===== src/rtl/rx_frame_monitor.sv =====
`default_nettype none
// ============================================================================
// rx_frame_monitor: MAC RX frame tracker with per-frame record, statistics and
// RX config strobes. Define RX_FRAME_TIMESTAMP_EN for frame start timestamps.
// Revision: 1.0
// ============================================================================
module rx_frame_monitor #(
  parameter int LEN_W          = 14,
  parameter int STAT_W         = 32,
  parameter int MIN_LEN        = 64,
  parameter int MAX_LEN        = 1518,
  parameter int JUMBO_MAX_LEN  = 9018,
  parameter int JUMBO_EN       = 0,
  parameter int NO_CHK_CRC     = 0,
  parameter int STATUS_TIMEOUT = 16,
  parameter int TS_W           = 32
) (
  input  logic              rx_clk,
  input  logic              reset,
  output logic              conf_rx_en,
  output logic              conf_rx_no_chk_crc,
  output logic              conf_rx_jumbo_en,
  input  logic [7:0]        mac_rx_data,
  input  logic              mac_rx_dvld,
  input  logic              mac_rx_goodframe,
  input  logic              mac_rx_badframe,
  input  logic              clr_stats,
  output logic              frame_done,
  output logic [LEN_W-1:0]  frame_len,
  output logic [15:0]       frame_type,
  output logic              frame_good,
  output logic              frame_runt,
  output logic              frame_oversize,
  output logic              frame_timeout,
  output logic [TS_W-1:0]   frame_ts,
  output logic [STAT_W-1:0] good_cnt,
  output logic [STAT_W-1:0] bad_cnt,
  output logic [STAT_W-1:0] runt_cnt,
  output logic [STAT_W-1:0] oversize_cnt
);

  localparam int LW1 = LEN_W + 1;
  localparam logic [1:0] ST_RESET = 2'd0;
  localparam logic [1:0] ST_IDLE  = 2'd1;
  localparam logic [1:0] ST_DATA  = 2'd2;
  localparam logic [1:0] ST_CHECK = 2'd3;
  localparam logic [LW1-1:0] OVERSIZE_THR = (JUMBO_EN != 0) ? LW1'(JUMBO_MAX_LEN) : LW1'(MAX_LEN);

  logic [1:0]        state_q, state_d;
  logic [LEN_W-1:0]  len_q, len_d;
  logic [15:0]       type_q, type_d;
  logic [7:0]        wait_q, wait_d;
  logic              conf_rx_en_q, conf_rx_en_d;
  logic              frame_done_q, frame_done_d;
  logic [LEN_W-1:0]  frame_len_q, frame_len_d;
  logic [15:0]       frame_type_q, frame_type_d;
  logic              frame_good_q, frame_good_d;
  logic              frame_runt_q, frame_runt_d;
  logic              frame_oversize_q, frame_oversize_d;
  logic              frame_timeout_q, frame_timeout_d;
  logic [STAT_W-1:0] good_cnt_q, good_cnt_d, bad_cnt_q, bad_cnt_d;
  logic [STAT_W-1:0] runt_cnt_q, runt_cnt_d, oversize_cnt_q, oversize_cnt_d;

  logic status_any, wait_expired, resolve, res_good, res_timeout, frame_start;
  logic res_runt, res_oversize, inc_good;

  assign status_any   = mac_rx_goodframe | mac_rx_badframe;
  assign wait_expired = ({1'b0, wait_q} + 9'd1) >= 9'(STATUS_TIMEOUT);
  assign res_runt     = {1'b0, len_q} < LW1'(MIN_LEN);
  assign res_oversize = {1'b0, len_q} > OVERSIZE_THR;
  assign inc_good     = res_good & ~res_runt & ~res_oversize;

  always_ff @(posedge rx_clk or posedge reset) begin
    if (reset) state_q <= ST_RESET;
    else       state_q <= state_d;
  end

  // A dvld in CHECK closes the pending frame and opens the next one at once.
  always_comb begin
    state_d = state_q;
    case (state_q)
      ST_RESET: state_d = ST_IDLE;
      ST_IDLE:  if (mac_rx_dvld) state_d = ST_DATA;
      ST_DATA:  if (!mac_rx_dvld) state_d = status_any ? ST_IDLE : ST_CHECK;
      ST_CHECK: begin
        if (mac_rx_dvld)                      state_d = ST_DATA;
        else if (status_any || wait_expired) state_d = ST_IDLE;
      end
      default:  state_d = ST_RESET;
    endcase
  end

  always_comb begin
    len_d       = len_q;
    type_d      = type_q;
    wait_d      = wait_q;
    resolve     = 1'b0;
    res_good    = 1'b0;
    res_timeout = 1'b0;
    frame_start = 1'b0;
    case (state_q)
      ST_IDLE: frame_start = mac_rx_dvld;
      ST_DATA: begin
        if (mac_rx_dvld) begin
          if (len_q != {LEN_W{1'b1}}) len_d = len_q + LEN_W'(1);
          if (len_q == LEN_W'(12)) type_d[15:8] = mac_rx_data;
          if (len_q == LEN_W'(13)) type_d[7:0]  = mac_rx_data;
        end else begin
          wait_d = 8'd0;
          if (status_any) begin
            resolve  = 1'b1;
            res_good = mac_rx_goodframe & ~mac_rx_badframe;
          end
        end
      end
      ST_CHECK: begin
        wait_d      = wait_q + 8'd1;
        frame_start = mac_rx_dvld;
        if (status_any) begin
          resolve  = 1'b1;
          res_good = mac_rx_goodframe & ~mac_rx_badframe;
        end else if (mac_rx_dvld || wait_expired) begin
          resolve     = 1'b1;
          res_timeout = 1'b1;
        end
      end
      default: ;
    endcase
    if (frame_start) begin
      len_d  = LEN_W'(1);
      type_d = 16'h0000;
    end

    conf_rx_en_d     = (state_d != ST_RESET);
    frame_done_d     = resolve;
    frame_len_d      = resolve ? len_q : frame_len_q;
    frame_type_d     = resolve ? ((len_q >= LEN_W'(14)) ? type_q : 16'h0000) : frame_type_q;
    frame_good_d     = resolve ? res_good : frame_good_q;
    frame_runt_d     = resolve ? res_runt : frame_runt_q;
    frame_oversize_d = resolve ? res_oversize : frame_oversize_q;
    frame_timeout_d  = resolve ? res_timeout : frame_timeout_q;

    // Clear wins over a coinciding resolution.
    good_cnt_d     = good_cnt_q;
    bad_cnt_d      = bad_cnt_q;
    runt_cnt_d     = runt_cnt_q;
    oversize_cnt_d = oversize_cnt_q;
    if (clr_stats) begin
      good_cnt_d     = '0;
      bad_cnt_d      = '0;
      runt_cnt_d     = '0;
      oversize_cnt_d = '0;
    end else if (resolve) begin
      if (inc_good && good_cnt_q != '1)      good_cnt_d     = good_cnt_q + STAT_W'(1);
      if (!inc_good && bad_cnt_q != '1)      bad_cnt_d      = bad_cnt_q + STAT_W'(1);
      if (res_runt && runt_cnt_q != '1)      runt_cnt_d     = runt_cnt_q + STAT_W'(1);
      if (res_oversize && oversize_cnt_q != '1) oversize_cnt_d = oversize_cnt_q + STAT_W'(1);
    end
  end

  always_ff @(posedge rx_clk or posedge reset) begin
    if (reset) begin
      len_q            <= '0;
      type_q           <= '0;
      wait_q           <= '0;
      conf_rx_en_q     <= 1'b0;
      frame_done_q     <= 1'b0;
      frame_len_q      <= '0;
      frame_type_q     <= '0;
      frame_good_q     <= 1'b0;
      frame_runt_q     <= 1'b0;
      frame_oversize_q <= 1'b0;
      frame_timeout_q  <= 1'b0;
      good_cnt_q       <= '0;
      bad_cnt_q        <= '0;
      runt_cnt_q       <= '0;
      oversize_cnt_q   <= '0;
    end else begin
      len_q            <= len_d;
      type_q           <= type_d;
      wait_q           <= wait_d;
      conf_rx_en_q     <= conf_rx_en_d;
      frame_done_q     <= frame_done_d;
      frame_len_q      <= frame_len_d;
      frame_type_q     <= frame_type_d;
      frame_good_q     <= frame_good_d;
      frame_runt_q     <= frame_runt_d;
      frame_oversize_q <= frame_oversize_d;
      frame_timeout_q  <= frame_timeout_d;
      good_cnt_q       <= good_cnt_d;
      bad_cnt_q        <= bad_cnt_d;
      runt_cnt_q       <= runt_cnt_d;
      oversize_cnt_q   <= oversize_cnt_d;
    end
  end

`ifdef RX_FRAME_TIMESTAMP_EN
  logic [TS_W-1:0] ts_q, ts_d, start_ts_q, start_ts_d, frame_ts_q, frame_ts_d;

  always_comb begin
    ts_d       = ts_q + TS_W'(1);
    start_ts_d = frame_start ? ts_q : start_ts_q;
    frame_ts_d = resolve ? start_ts_q : frame_ts_q;
  end

  always_ff @(posedge rx_clk or posedge reset) begin
    if (reset) begin
      ts_q       <= '0;
      start_ts_q <= '0;
      frame_ts_q <= '0;
    end else begin
      ts_q       <= ts_d;
      start_ts_q <= start_ts_d;
      frame_ts_q <= frame_ts_d;
    end
  end

  assign frame_ts = frame_ts_q;
`else
  assign frame_ts = '0;
`endif

  assign conf_rx_en         = conf_rx_en_q;
  assign conf_rx_no_chk_crc = (NO_CHK_CRC != 0);
  assign conf_rx_jumbo_en   = (JUMBO_EN != 0);
  assign frame_done         = frame_done_q;
  assign frame_len          = frame_len_q;
  assign frame_type         = frame_type_q;
  assign frame_good         = frame_good_q;
  assign frame_runt         = frame_runt_q;
  assign frame_oversize     = frame_oversize_q;
  assign frame_timeout      = frame_timeout_q;
  assign good_cnt           = good_cnt_q;
  assign bad_cnt            = bad_cnt_q;
  assign runt_cnt           = runt_cnt_q;
  assign oversize_cnt       = oversize_cnt_q;

endmodule
`default_nettype wire


===== config.mk =====
export PLATFORM = sky130hd
export DESIGN_NAME = rx_frame_monitor
export DESIGN_NICKNAME = d
export VERILOG_FILES = /design/src/rtl/rx_frame_monitor.sv
export SDC_FILE = /design/constraint.sdc
export NUM_CORES = 1
export LEC_CHECK = 0
export ABC_AREA = 1
export CAP_MARGIN = 30
export CORE_MARGIN = 8
export CORE_UTILIZATION = 35
export CTS_BUF_LIST = sky130_fd_sc_hd__clkbuf_16
export CTS_CLUSTER_DIAMETER = 30
export DETAILED_ROUTE_END_ITERATION = 8
export DONT_BUFFER_PORTS = 1
export GPL_TIMING_DRIVEN = 0
export PLACE_DENSITY = 0.61
export SETUP_SLACK_MARGIN = 0.5
export SKIP_CTS_REPAIR_TIMING = 1
export SLEW_MARGIN = 10
export SYNTH_ARGS = -nofsm -noshare
export SYNTH_HDL_FRONTEND = slang
export SYNTH_SLANG_ARGS = --single-unit
export TNS_END_PERCENT = 5

===== constraint.sdc =====
create_clock -name rx_clk -period 14.21 [get_ports rx_clk]
set_input_delay 2.842 -clock rx_clk [delete_from_list [all_inputs] [get_ports rx_clk]]
set_output_delay 2.842 -clock rx_clk [all_outputs]
set_load 0.02 [all_outputs]

==> results of run 1 <==
==> power groups by stage <==
| stage | clock (mW) | sequential, mW | combinational, mW |
|---|---|---|---|
| 2_1_floorplan | 0 | 0.767 | 0.295 |
| 3_3_place_gp | 0 | 0.794 | 0.403 |
| 3_5_place_dp | 0 | 0.795 | 0.411 |
| 4_1_cts | 1.23 | 0.788 | 0.413 |
| 5_1_grt | 1.27 | 0.797 | 0.462 |
| 6_report | 1.21 | 0.786 | 0.408 |
==> cells in the mapped netlist (all sizes together), types with 7 or more instances <==
master	count
nand2	658
nor2	275
dfrtp	204
nand3	169
inv	126
o21ai	78
buf	72
nor3	62
xor2	60
xnor2	37
clkbuf	24
nand4	20
a21oi	10
ha	8
nor3b	7
==> final cells by class <==
class                      count  area (sq um)  share of cell area, %
inverter                     127           487                   3.21
clock inverter                44           472                   3.11
multi-input combinational   1432          6550                   43.1
timing repair buffer           1          27.5                  0.181
tap                          461           577                   3.80
buffer                        96           604                   3.98
sequential                   204          5100                   33.7
clock buffer                  54          1350                   8.91
==> state kept, by name, indices dropped and copies added, names as in the netlist, 14 cells and up <==
name          cells
bad_cnt          32
good_cnt         32
oversize_cnt     32
runt_cnt         32
frame_type       16
type_q           16
frame_len        14
len_q            14
==> per-stage QoR <==
step	setup WS [ns]	cells	utilization [%]
after floorplan	5.80	1859	-
after global placement	3.25	2320	37.4
after detailed placement	9.28	2321	37.5
after CTS	9.91	2419	42.6
after global routing	9.79	2419	42.6
final	9.92	2419	42.6
==> worst min-delay path by stage <==
stage	startpoint	endpoint	slack, ns	depth (start not counted)
floorplan	type_q[0]$_DFFE_PP0P_	type_q[0]$_DFFE_PP0P_	0.45	2
global placement	type_q[15]$_DFFE_PP0P_	type_q[15]$_DFFE_PP0P_	0.47	2
detailed placement	type_q[15]$_DFFE_PP0P_	type_q[15]$_DFFE_PP0P_	0.47	2
CTS	type_q[15]$_DFFE_PP0P_	type_q[15]$_DFFE_PP0P_	0.49	2
global route	type_q[0]$_DFFE_PP0P_	type_q[0]$_DFFE_PP0P_	0.51	2
finish	type_q[15]$_DFFE_PP0P_	type_q[15]$_DFFE_PP0P_	0.48	2
==> worst register-to-register path: stages, from the launching register on <==
cell     delay (ns)
dfrtp_1        0.59
ha_1           0.36
nand2_1        0.12
nor2_1         0.31
nand2_1        0.22
nor2_1         0.21
nand2_1        0.12
nand2_1        0.08
nand2_2        0.11
buf_1          0.26
nand3_1        0.16
nand2_1        0.07
==> cells in the final DEF, fill, tap and decap left out, types with 2 or more instances in the layout <==
cell and count:
clkinv_2 11, nand3_1 168, ha_1 8, clkbuf_16 54
bufinv_16 9, nor3_1 62, clkinv_1 7, a21oi_1 10
o21ai_0 76, buf_6 8, buf_1 7, dfrtp_1 204
xnor2_1 37, inv_2 3, buf_2 12, nand2_1 647
nor3b_1 7, clkbuf_1 24, nor2_1 270, clkinvlp_4 6
o22ai_1 2, inv_1 130, nand2_2 10, buf_4 45
nor2_2 4, conb_1 35, nand4_1 19, nor4_1 3
xor2_1 60
==> logic make-up after synthesis <==
kind of cell | after synthesis | share of synthesized area [%]
AND/OR/NAND/NOR | 1196 | 39.3
buffers and inverters | 223 | 8.59
flip-flops | 204 | 40.5
XOR/XNOR | 97 | 6.74
AO/OA/AOI/OAI | 96 | 4.07
adder cells (fa/ha/maj) | 8 | 0.794
other | 2 | 0.0596
==> routing by layer <==
layer / vias up / global-route usage [%]
met2: 376 / 29.8
met3: 64 / 5.78
met5: - / 0
met4: 0 / 6.59
li1: 5910 / -
met1: 5464 / 23.1
==> results.cfg, run 1 <==
[drt]
drt_drc_violations_left = 0
vias = 11800
wire_per_inst_microns = 16.2
wl_microns = 39300
maxUsedRoutingLayer = met4
first_pass_iters = 5
wl_met1_microns = 16800
wl_met2_microns = 17900
wl_met3_microns = 3680
ant_nets = 0
drtIter0Drc = 747
vias_per_cell = 4.88

[sta]
rsz0062_at_grt = false
final.min_clock_period_ns = 4.29
timing.hold.ws_ns = 0.477
tightestPinTransition_ns = 0.863
slew_headroom_pct = 42.4
finalHoldViolCount = 0
setup_viol = 0
fin_skew_ns = 0.0258
drv_slew = 0
finalSetupTns_ns = 0
period_share_pct = 30.2
max_freq_ghz = 0.233

[worst_setup_path]
cp-end-kind = register
path_depth = 6
timing.rr.start = runt_cnt[0]$_DFFE_PP0P_
cp.required_ns = 14.66
worst_path_max_delay_cell = clkbuf_1
crit_start = clr_stats
worstPathCellList = clkbuf_1 > clkbuf_1 > clkbuf_1 > nor2_1 > nand3_1 > nand2_1
arrival_ns = 4.74
reg2reg_depth = 11
path_buf_inv = 3
crit_path_start_kind = primary input
crit_fanout = 10
crit_top_cell = clkbuf_1
reg2reg_to = runt_cnt[0]$_DFFE_PP0P_
critPathTopFamily = buffers and inverters
slowest_delay_ns = 0.72
critPathKind = primary input to register
crit_end = oversize_cnt[22]$_DFFE_PP0P_
r2r_slack_ns = 11.50

[pwr]
combPwrFrac_pct = 17.0
power.density_nw_per_um2 = 158
p_int_mw = 1.62
p_clk_share_pct = 50.2
switching_power_mw = 0.782
p_leak_nw = 6.95
switching_share_pct = 32.6
seqPwrFrac_pct = 32.8
ir_drop_mv = 0.113
finalPower_mw = 2.40

[global_route]
grt_pass1_wl_microns = 63200
grt_usage_pct = 18.5
antenna_found_initial = 0
overflow = 0
grt_max_degree = 110
grt_pass1_vias = 11700

[yosys]
async_flop_share_pct = 100
synth_cell_type_count = 40
ys_seq_elements = 204
syn_avg_cell_area_sq_um = 6.91
synth_area_sq_um = 12600
ys_top_cells_by_area = dfrtp_1 40%, nand2_1 19%, nor2_1 8.0%, nand3_1 6.7%, xor2_1 4.2%
ys_seq_area_share_pct = 40.5
yosysWarnings = 0
syn_inst = 1826
synth_flop_cell = dfrtp_1
synth_top_area_share_pct = 40.5
synth-edff-count = 0
post-synth-top-area-cell = dfrtp_1

[layout]
fin_nets = 1937
drive_above_1_share_pct = 8.94
layout-area-overhead-vs-synth_pct = 20.3
antenna_cells = 0
stdcell_area_sq_um = 15200
nFillCells = 3669

[clock_network]
numCtsBuffers = 53
insertion_delay_ns = 0.58
cts_tree = yes
cts.reportedPaths.clkPinSlew_ns = 0.05
clock_path_buffers = 3
cts_root_buffer = clkbuf_16
cts_num_sinks = 204
h-tree-depth = 2

[die]
num_io_pins = 212
start_util_pct = 35.5
die_h_microns = 206
core-area_sq_um = 35600
fp.dieArea_sq_um = 42400
floorplan.rows = 69
die_x_microns = 206

[place]
dp_hpwl_microns = 29400
port_buffers = 0
gp_congestion = 0.938
placed_area_sq_um = 13300

[status]
status = completed

[worst_hold_path]
hold_path_class = register to register

[run]
max_cap_viol_count = 0
Note: power is estimated with default switching activity, not from simulation.
==> inputs of run 2 (changes only) <==
- clock period: 14.21 -> 4.45 ns (I/O delays scaled with it)
==> results.cfg, run 2 (same netlist as run 1, synthesis figures left out) <==
[pwr]
power.density_nw_per_um2 = 500
ir_drop_mv = 0.438
p_leak_nw = 6.98

[layout]
layout-area-overhead-vs-synth_pct = 21.0
fin_nets = 1944
antenna_cells = 0
fin_cells = 2430
drive_above_1_share_pct = 9.34
layout_common_cells = 647 x nand2_1, 270 x nor2_1, 204 x dfrtp_1, 168 x nand3_1, 129 x inv_1
final_common_cell = nand2_1

[clock_network]
cts.reportedPaths.clkPinSlew_ns = 0.05
h-tree-depth = 2
insertion_delay_ns = 0.58
cts_num_sinks = 204
clock_path_buffers = 3
cts_tree = yes
cts_root_buffer = clkbuf_16
numCtsBuffers = 55

[die]
num_io_pins = 212
floorplan.rows = 69
die_h_microns = 206
die_x_microns = 206
start_util_pct = 35.5
core-area_sq_um = 35600
fp.dieArea_sq_um = 42400

[worst_setup_path]
reg2reg_depth = 11
worst_path_max_delay_cell = dfrtp_1
critPathKind = register to register
cp-end-kind = register
worstPathCellList = ha_1 > nand2_1 > nor2_1 > nand2_1 > nor2_1 > nand2_1 > nand2_1 > nand2_2 > buf_1 > nand3_1 > nand2_1
timing.rr.start = runt_cnt[0]$_DFFE_PP0P_
reg2reg_to = runt_cnt[17]$_DFFE_PP0P_
arrival_ns = 3.16
crit_fanout = 10
critPathTopFamily = simple AND/OR/NAND/NOR gates
slowest_delay_ns = 0.56
r2r_slack_ns = 1.76
crit_top_cell = nand2_1
crit_path_start_kind = register
cp.required_ns = 4.92
path_buf_inv = 1

[sta]
drv_slew = 0
finalHoldViolCount = 0
setup_viol = 0
tightestPinTransition_ns = 0.846
rsz0062_at_grt = false
max_freq_ghz = 0.372
finalSetupTns_ns = 0
final.min_clock_period_ns = 2.69
period_share_pct = 60.4
slew_headroom_pct = 43.6
fin_skew_ns = 0.0306

[status]
status = completed

[global_route]
overflow = 0
grt_pass1_vias = 11700
grt_pass1_wl_microns = 63100
grt_max_degree = 38
grt_usage_pct = 18.5
antenna_found_initial = 0

[drt]
first_pass_iters = 7
ant_nets = 0
vias_per_cell = 4.90
drt_drc_violations_left = 0
vias = 11900
drtIter0Drc = 745
wire_per_inst_microns = 16.3
wl_microns = 39700

[worst_hold_path]
hold_path_class = primary input to asynchronous set/reset pin

[place]
gp_congestion = 0.950
port_buffers = 0
place_inst = 2326
dp_hpwl_microns = 30200

[run]
max_cap_viol_count = 0
-- run 2: cell count changes in the layout (fill, tap and decap cells not counted) --
cell        previous run  this run
inv_6                  0         1
inv_1                130       129
clkinv_1               7        10
inv_8                  1         0
clkinv_4               1         4
clkbuf_16             54        56
inv_16                 1         0
buf_12                 0         5
bufinv_16              9         6
clkinvlp_4             6         9
-- run 2: worst max-delay path by stage --
stage / startpoint / to / depth (start not counted)
after floorplan: reset / bad_cnt[0]$_DFFE_PP0P_ / 1
after global placement: reset / runt_cnt[15]$_DFFE_PP0P_ / 1
after detailed placement: clr_stats / runt_cnt[16]$_DFFE_PP0P_ / 6
after CTS: runt_cnt[0]$_DFFE_PP0P_ / runt_cnt[20]$_DFFE_PP0P_ / 11
after global routing: runt_cnt[0]$_DFFE_PP0P_ / runt_cnt[12]$_DFFE_PP0P_ / 11
final: runt_cnt[0]$_DFFE_PP0P_ / runt_cnt[17]$_DFFE_PP0P_ / 11
-- run 2: layout make-up --
| class | count | area (sq um) |
|---|---|---|
| repair buffers | 6 | 128 |
| plain buffers | 96 | 604 |
| flip-flops and latches | 204 | 5100 |
| clock buffers | 56 | 1400 |
| clock inverters | 48 | 419 |
| well taps | 461 | 577 |
| inverters | 127 | 483 |
| multi-input cells | 1432 | 6550 |
| fillers | 3729 | 20300 |
-- run 2: layer usage --
layer	routed length, microns	GRT usage, %	share of wire [%]
met1	17000	22.9	43
met2	18100	29.5	46
met3	3510	5.86	8.8
met4	1090	7.40	2.7
met5	0	0	0
-- run 2: where the power goes --
group / total, mW / switching, mW / leakage, nW / internal, mW
clock: 3.82 / 1.21 / 0.904 / 2.61
combinational: 1.31 / 0.928 / 3.29 / 0.382
sequential: 2.51 / 0.410 / 2.79 / 2.10
total: 7.64 / 2.55 / 6.98 / 5.09
-- run 2: stage by stage --
step	utilization, %	cell area (sq um)	hold WS, ns	power [mW]	setup slack, ns
finish	42.9	15300	0.277	7.64	1.76
global route	42.9	15300	0.303	8.01	1.52
CTS	42.9	15300	0.254	7.74	1.73
detailed placement	37.8	13400	0.475	3.85	1.53
global placement	37.4	13300	0.471	3.82	-0.381
floorplan	-	12700	0.453	3.39	0.916
==> inputs of run 3 (changes only) <==
- clock period: 4.45 -> 2.8 ns (I/O delays scaled with it)
==> results.cfg, run 3 (same netlist as run 1, synthesis figures left out) <==
[run]
max_cap_viol_count = 0

[pwr]
combPwrFrac_pct = 17.9
ir_drop_mv = 0.670
power.density_nw_per_um2 = 794
p_int_mw = 8.18
p_clk_share_pct = 49.4
finalPower_mw = 12.3
switching_share_pct = 33.4
seqPwrFrac_pct = 32.7
p_leak_nw = 6.99
switching_power_mw = 4.10

[clock_network]
insertion_delay_ns = 0.58
numCtsBuffers = 55
cts.reportedPaths.clkPinSlew_ns = 0.05
cts_tree = yes
clock_path_buffers = 3
h-tree-depth = 2
cts_root_buffer = clkbuf_16
cts_num_sinks = 204

[layout]
layout-area-overhead-vs-synth_pct = 22.7
final_common_cell = nand2_1
antenna_cells = 0
drive_above_1_share_pct = 12.0
layout_common_cells = 645 x nand2_1, 261 x nor2_1, 178 x dfrtp_1, 168 x nand3_1, 129 x inv_1
fin_nets = 1951
nFillCells = 3707
final_util_pct = 43.5

[worst_setup_path]
crit_path_start_kind = register
timing.rr.start = oversize_cnt[0]$_DFFE_PP0P_
critPathKind = register to register
cp-end-kind = register
crit_fanout = 10
arrival_ns = 2.66
crit_start = oversize_cnt[0]$_DFFE_PP0P_
cp.required_ns = 3.26

[status]
status = completed

[drt]
vias_per_cell = 4.91
drtIter0Drc = 756
wl_microns = 39900
wire_per_inst_microns = 16.4
vias = 12000
ant_nets = 0
drt_drc_violations_left = 0
first_pass_iters = 5

[global_route]
grt_max_degree = 38
grt_pass1_vias = 11700
antenna_found_initial = 0
overflow = 0
grt_pass1_wl_microns = 63100
grt_usage_pct = 18.5

[sta]
setup_ws_ns = 0.605
setup_viol = 0
max_freq_ghz = 0.456
period_share_pct = 78.4
fin_skew_ns = 0.0296
final.min_clock_period_ns = 2.20
drv_slew = 0
rsz0062_at_grt = true
finalHoldViolCount = 0
slew_headroom_pct = 42.9
tightestPinTransition_ns = 0.857

[die]
die_x_microns = 206
die_h_microns = 206
start_util_pct = 35.5
fp.dieArea_sq_um = 42400
core-area_sq_um = 35600
floorplan.rows = 69
num_io_pins = 212

[place]
dp_hpwl_microns = 30200
dp_worst_setup_slack_ns = 0.0917
port_buffers = 0
gp_congestion = 0.950

[worst_hold_path]
min_from = mac_rx_data[1]
hold_path_class = primary input to register
[run 3: per-layer routing]
| layer | global-route usage (%) | vias to the layer above | wire, microns |
|---|---|---|---|
| li1 | - | 5934 | - |
| met1 | 22.9 | 5557 | 17100 |
| met2 | 29.5 | 400 | 18300 |
| met3 | 5.86 | 78 | 3530 |
| met4 | 7.40 | 0 | 1080 |
| met5 | 0 | - | 0 |
[run 3: layout make-up]
type                            instances  area (sq um)  area share (%)
Buffer                                 96           617            3.99
Clock buffer                           56          1400            9.05
Clock inverter                         48           419            2.71
Inverter                              127           483            3.12
Multi-Input combinational cell       1432          6660            43.0
Sequential cell                       204          5140            33.2
Tap cell                              461           577            3.73
Timing Repair Buffer                   13           183            1.18
[run 3: metrics by stage]
stage / cells / TNS [ns] / instance area, sq um / hold slack [ns]
5_1_grt: 2437 / 0 / 15500 / 0.158
6_report: 2437 / 0 / 15500 / 0.172
4_1_cts: 2430 / 0 / 15300 / -0.0755
3_3_place_gp: 2320 / -341.69 / 13300 / 0.471
3_5_place_dp: 2326 / 0 / 13400 / 0.475
2_1_floorplan: 1859 / -82.47 / 12700 / 0.453
[run 3: power groups by stage]
stage                     Combinational [mW]  Clock [mW]  Sequential [mW]
after floorplan                         1.50           0             3.89
after global placement                  2.04           0             4.03
after detailed placement                2.09           0             4.03
after CTS                               2.10        6.19             4.00
after global routing                    2.48        6.34             4.07
final                                   2.20        6.07             4.02
[run 3: worst max-delay path, stage by stage (launching register included)]
cell	delay (ns)
dfrtp_2	0.48
ha_4	0.22
inv_1	0.07
nor2_2	0.18
nand2_1	0.17
nor2_2	0.17
nand2_1	0.09
nand2_1	0.09
nand2_2	0.11
buf_1	0.26
nand3_1	0.15
nand2_1	0.07
[run 3: worst paths after layout]
check,to,slack [ns],depth (start not counted)
worst min-delay path,type_q[9]$_DFFE_PP0P_,0.17,2
min in group asynchronous,bad_cnt[20]$_DFFE_PP0P_,0.56,2
worst max-delay path,oversize_cnt[2]$_DFFE_PP0P_,0.60,11
max in group asynchronous,good_cnt[1]$_DFFE_PP0P_,1.37,4
worst min register to register,type_q[15]$_DFFE_PP0P_,0.48,2
worst max register to register,oversize_cnt[2]$_DFFE_PP0P_,0.60,11
